**config.mk**
```make
export PLATFORM = sky130hd
export DESIGN_NAME = hazard_sb
export DESIGN_NICKNAME = d
export VERILOG_FILES = /design/src/rtl/hazard_sb.sv
export SDC_FILE = /design/constraint.sdc
export NUM_CORES = 1
export LEC_CHECK = 0
export ABC_CLOCK_PERIOD_IN_PS = 2800
export CAP_MARGIN = 20
export CORE_ASPECT_RATIO = 1.25
export CORE_MARGIN = 4
export CORE_UTILIZATION = 43
export CTS_CLUSTER_SIZE = 16
export DETAILED_ROUTE_END_ITERATION = 10
export PLACE_DENSITY_LB_ADDON = 0.08
export SLEW_MARGIN = 30
export SYNTH_ARGS = -nofsm -noshare
export SYNTH_HDL_FRONTEND = slang
export SYNTH_SLANG_ARGS = --single-unit
```
**constraint.sdc**
```tcl
create_clock -name clk -period 2.8 [get_ports clk]
set_clock_uncertainty 0.15 [all_clocks]
set_input_delay 0.28 -clock clk [delete_from_list [all_inputs] [get_ports clk]]
set_output_delay 0.28 -clock clk [all_outputs]
set_load 0.01 [all_outputs]
```
**src/rtl/hazard_sb.sv**
```systemverilog
// Hazard and forwarding unit for the 5-stage F/D/E/M/W pipeline.
// Covers the M/W->E, M->D (branch) and W->M (store data) forwarding paths,
// load-use and branch interlocks, a mult/div busy scoreboard, a whole-pipe
// freeze while memory is waiting, and a saturating stalled-cycle counter.
module hazard_sb #(
  parameter int unsigned REG_W  = 5,
  parameter int unsigned MD_LAT = 4,
  parameter int unsigned CNT_W  = 16
) (
  input  logic             clk,
  input  logic             reset,
  input  logic             BranchD,
  input  logic             MdOpD,
  input  logic             HiLoReadD,
  input  logic [REG_W-1:0] RsD,
  input  logic [REG_W-1:0] RtD,
  input  logic [REG_W-1:0] RsE,
  input  logic [REG_W-1:0] RtE,
  input  logic [REG_W-1:0] RtM,
  input  logic [REG_W-1:0] WriteRegE,
  input  logic [REG_W-1:0] WriteRegM,
  input  logic [REG_W-1:0] WriteRegW,
  input  logic             RegWriteE,
  input  logic             RegWriteM,
  input  logic             RegWriteW,
  input  logic             MemToRegE,
  input  logic             MemToRegM,
  input  logic             MemWriteM,
  input  logic             MdStartE,
  input  logic             MemReqM,
  input  logic             MemReadyM,
  output logic             StallF,
  output logic             StallD,
  output logic             StallE,
  output logic             StallM,
  output logic             FlushE,
  output logic             FlushW,
  output logic [1:0]       ForwardAE,
  output logic [1:0]       ForwardBE,
  output logic             ForwardAD,
  output logic             ForwardBD,
  output logic             ForwardMM,
  output logic             MdBusy,
  output logic [CNT_W-1:0] StallCycles
);

  localparam int unsigned      MD_W    = $clog2(MD_LAT + 1);
  localparam logic [MD_W-1:0]  MD_LOAD = MD_W'(MD_LAT);
  localparam logic [CNT_W-1:0] CNT_MAX = '1;

  logic [MD_W-1:0]  mdCntQ, mdCntD;
  logic [CNT_W-1:0] stallCntQ, stallCntD;
  logic             lwStall, branchStall, mdStall, memStall;
  logic             mdAccept, anyStall;

  // Register 0 never carries a real dependency.
  function automatic logic hitM(input logic [REG_W-1:0] src);
    return (src != '0) && (src == WriteRegM) && RegWriteM;
  endfunction

  function automatic logic hitW(input logic [REG_W-1:0] src);
    return (src != '0) && (src == WriteRegW) && RegWriteW;
  endfunction

  function automatic logic [1:0] fwdSel(input logic [REG_W-1:0] src);
    if (hitM(src)) begin
      return 2'b10;
    end else if (hitW(src)) begin
      return 2'b01;
    end
    return 2'b00;
  endfunction

  // Bypass selects; M result is newer than W so it takes priority.
  always_comb begin
    ForwardAE = 2'b00;
    ForwardBE = 2'b00;
    ForwardAD = 1'b0;
    ForwardBD = 1'b0;
    ForwardMM = 1'b0;
    if (!reset) begin
      ForwardAE = fwdSel(RsE);
      ForwardBE = fwdSel(RtE);
      ForwardAD = hitM(RsD);
      ForwardBD = hitM(RtD);
      ForwardMM = hitW(RtM) && MemWriteM;
    end
  end

  // Busy is forced low in reset so a stale count can never leak out.
  assign MdBusy = !reset && (mdCntQ != '0);

  // Hazard detection terms.
  always_comb begin
    lwStall     = MemToRegE && (RtE != '0) && ((RsD == RtE) || (RtD == RtE));
    branchStall = BranchD &&
                  ((RegWriteE && (WriteRegE != '0) &&
                    ((WriteRegE == RsD) || (WriteRegE == RtD))) ||
                   (MemToRegM && (WriteRegM != '0) &&
                    ((WriteRegM == RsD) || (WriteRegM == RtD))));
    mdStall     = (MdOpD || HiLoReadD) && (MdBusy || MdStartE);
    memStall    = MemReqM && !MemReadyM;
  end

  // Stall/flush priority: memory freeze, then front-end interlock, then run.
  always_comb begin
    StallF = 1'b0;
    StallD = 1'b0;
    StallE = 1'b0;
    StallM = 1'b0;
    FlushE = 1'b0;
    FlushW = 1'b0;
    if (reset) begin
      // Everything held low.
    end else if (memStall) begin
      // W still advances, so feed it a bubble instead of repeating an op.
      StallF = 1'b1;
      StallD = 1'b1;
      StallE = 1'b1;
      StallM = 1'b1;
      FlushW = 1'b1;
    end else if (lwStall || branchStall || mdStall) begin
      StallF = 1'b1;
      StallD = 1'b1;
      FlushE = 1'b1;
    end
  end

  assign mdAccept = MdStartE && !StallE;
  assign anyStall = StallF || StallD || StallE || StallM;

  // Mult/div countdown; a fresh issue reloads even on the final busy cycle.
  always_comb begin
    mdCntD = mdCntQ;
    if (mdAccept) begin
      mdCntD = MD_LOAD;
    end else if (mdCntQ != '0) begin
      mdCntD = mdCntQ - MD_W'(1);
    end
  end

  // Stalled-cycle counter holds at its maximum instead of wrapping.
  always_comb begin
    stallCntD = stallCntQ;
    if (anyStall && (stallCntQ != CNT_MAX)) begin
      stallCntD = stallCntQ + CNT_W'(1);
    end
  end

  // State registers with synchronous reset.
  always_ff @(posedge clk) begin
    if (reset) begin
      mdCntQ    <= '0;
      stallCntQ <= '0;
    end else begin
      mdCntQ    <= mdCntD;
      stallCntQ <= stallCntD;
    end
  end

  assign StallCycles = stallCntQ;

endmodule

```
==> impl_metrics.csv <==
group,metric,value,unit
worst_setup_path,r2r_slack,390,ps
floorplanning,dieArea,0.00551,mm^2
cells_and_area,seqCellArea,380,um^2
timing,setup_slack,166,ps
clock_network,clock-sinks,19,
synth,syn_area,0.00188,mm^2
cells_and_area,syn_to_final_growth,54.0,%
global_route,grtUsageTotal,0.200,
timing,fin_crit,2630,ps
synth,async_reset_ff_frac,0,
worst_setup_path,cp_data_arrival_time,2200,ps
timing,setup-tns-final,0,ps
timing,timing.hold.ws,338,ps
worst_hold_path,hold_path_class,"reg2reg",
cells_and_area,fin_util,0.697,
placed_design,gp_congestion,0.874,
synth,syn_inst,240,
clock_network,cts_setup_buffers,0,
power,power_switching,0.264,mW
placed_design,dp_cells,382,
clock_network,clk_latency,260,ps
clock_network,clockBufferDepth,2,
routing,vias,2112,
timing,final_max_slew_viol_count,0,
routing,via_per_inst,5.47,
power,combPwrFrac,0.431,
worst_setup_path,required,2370,ps
worst_setup_path,rr_worst_depth,10,
global_route,grt_pass1_wl,8830,um
power,p_int,0.593,mW
power,seqPwrFrac,0.346,
floorplanning,initial_utilization,0.453,
timing,hold_viol_final,0,
routing,first_pass_iters,4,
worst_setup_path,cp_max_fo,4,
power,vdd_ir_drop_max,0.162,mV
job,drv_cap,0,
worst_setup_path,critPathLaunchType,"input pin",
cells_and_area,multiInputGateArea,0.00137,mm^2
timing,finalSetupViolCount,0,
routing,drtAntennaViolNets,0,
synth,ys.flop_type,"dfxtp_1",
cells_and_area,fin_nets,388,
routing,avgRoutedWirePerCell,14.0,um
cells_and_area,final_common_cell,"clkdlybuf4s50_1",
power,p_leak,1.05,nW
placed_design,hpwl,4460,um
routing,drc,0,
floorplanning,dieHeight,82.0,um
global_route,grt_max_degree,23,
cells_and_area,layout_common_cells,"77 x clkdlybuf4s50_1, 40 x xnor2_1, 20 x buf_4",
clock_network,tritoncts,"built",
clock_network,cts.clk_slew.worst_paths,70,ps
power,pwr-share-clk,0.223,
synth,syn-num-nets,297,
synth,netlist.area_leader.share,0.202,
timing,rsz0062_at_grt,"no",
cells_and_area,drive_gt1_frac,0.0970,
timing,slew_headroom,0.785,
worst_hold_path,hold_end,"mdCntQ[2]$_SDFFE_PP0P_",
synth,yosysUniqueCellTypes,46,
floorplanning,core_area,0.00416,mm^2
power,swShare,0.308,
power,power.total,0.858,mW
worst_hold_path,min_from,"mdCntQ[2]$_SDFFE_PP0P_",
global_route,grt_pass1_vias,2043,
synth,ys_seq_elements,19,
cells_and_area,fillers,382,
placed_design,dp_worst_setup_slack,3.88,ps
cells_and_area,antennaDiodeCount,0,
worst_setup_path,worstReg2RegStart,"mdCntQ[0]$_SDFFE_PP0N_",
timing,tightest_slew,315,ps
timing,fmax,380,MHz
clock_network,root_buffer,"clkbuf_8",
cells_and_area,final_cells,386,
floorplanning,io_pins,84,
clock_network,cts_made_buffers,3,
worst_setup_path,path_class,"in2out",
routing,drt_iter0_markers,222,
power,power_density,296,mW/mm^2
synth,synth.area.top_cells,"dfxtp_1 20%, xnor2_1 19%, xor2_1 6.0%, nand3_1 4.8%, nor3_1 3.2%",
worst_setup_path,end_kind,"output port",
worst_setup_path,r2r-end,"StallCycles[10]$_SDFFE_PP0P_",
clock_network,cts.htree.levels,1,
floorplanning,num_rows,26,
clock_network,cts_hold_buf,0,
synth,ys_warn_count,0,
global_route,antenna_found_initial,0,
synth,ys_seq_area_frac,0.202,
placed_design,placed_cell_area,0.00284,mm^2
synth,yosysTopAreaCell,"dfxtp_1",
placed_design,io_buffer_count,83,
synth,syn_area_per_cell,7.85,um^2
cells_and_area,design_area,0.00290,mm^2
worst_hold_path,min_path_cells,2,
synth,synth_edf_count,0,
global_route,grt_overflow,0,
floorplanning,fp.dieW,67.2,um
routing,routed_wl,5400,um
status,status,"finished clean",
timing,period_share,0.941,
-- worst max-delay path by stage --
| stage | from | to | slack (ps) | cells past startpoint |
|---|---|---|---|---|
| 2_1_floorplan | mdCntQ[0]$_SDFFE_PP0N_ | StallCycles[8]$_SDFFE_PP0P_ | 500 | 9 |
| 4_1_cts | WriteRegM[0] | FlushE | 7 | 7 |
| 5_1_grt | RtE[0] | ForwardBE[0] | 40 | 7 |
| 6_report | WriteRegM[4] | ForwardAE[1] | 170 | 7 |
| 3_3_place_gp | WriteRegM[0] | FlushE | 30 | 7 |
| 3_5_place_dp | WriteRegM[2] | FlushE | 4 | 7 |
-- timing repair --
action	in CTS	in global routing
pin swaps	0	0
endpoints found under the setup margin	1	4
resized for setup	1	6
-- cell families after synthesis --
logic type / share of synthesized area
flops: 0.202
simple gates: 0.273
mux: 0.0173
xor+xnor: 0.246
compound gates: 0.166
fa+ha+maj: 0.0199
buf+inv: 0.0757
-- routing by layer --
layer / global-route usage / vias up / routed length (um)
met5: 0 / - / 0
met4: 0.0548 / 0 / 67
met1: 0.222 / 984 / 2180
met2: 0.390 / 67 / 2890
li1: - / 1054 / -
met3: 0.0233 / 7 / 258
-- synthesized netlist by cell type, types with 7 or more instances --
| cell | n |
|---|---|
| a21oi_1 | 8 |
| dfxtp_1 | 19 |
| inv_1 | 7 |
| nand2_1 | 14 |
| nand3_1 | 18 |
| nor2_1 | 11 |
| nor3_1 | 12 |
| o31ai_1 | 7 |
| or4_1 | 7 |
| xnor2_1 | 40 |
| xor2_1 | 13 |
-- layout make-up --
type / count / area share
tap: 56 / 0.0241
timing repair buffer: 104 / 0.349
clock buffer: 4 / 0.0155
multi-input combinational: 196 / 0.471
inverter: 7 / 0.00906
sequential: 19 / 0.131
-- registers in the layout, summed over array words and instances, names as in the netlist --
signal	count
StallCycles	16
mdCntQ	3
-- power groups by stage --
stage | Sequential (mW) | Clock, mW | Combinational, mW
finish | 0.297 | 0.191 | 0.370
floorplan | 0.304 | 0 | 0.197
global route | 0.300 | 0.202 | 0.403
CTS | 0.297 | 0.194 | 0.371
detailed placement | 0.303 | 0 | 0.370
global placement | 0.303 | 0 | 0.366
-- worst max-delay path: stages --
cell and delay, ps:
clkdlybuf4s50_1 590, buf_4 170, xnor2_1 110, nand4_1 100, nor4_1 250, and2_1 170, clkdlybuf4s50_1 530
Note: power is estimated with default switching activity, not from simulation.
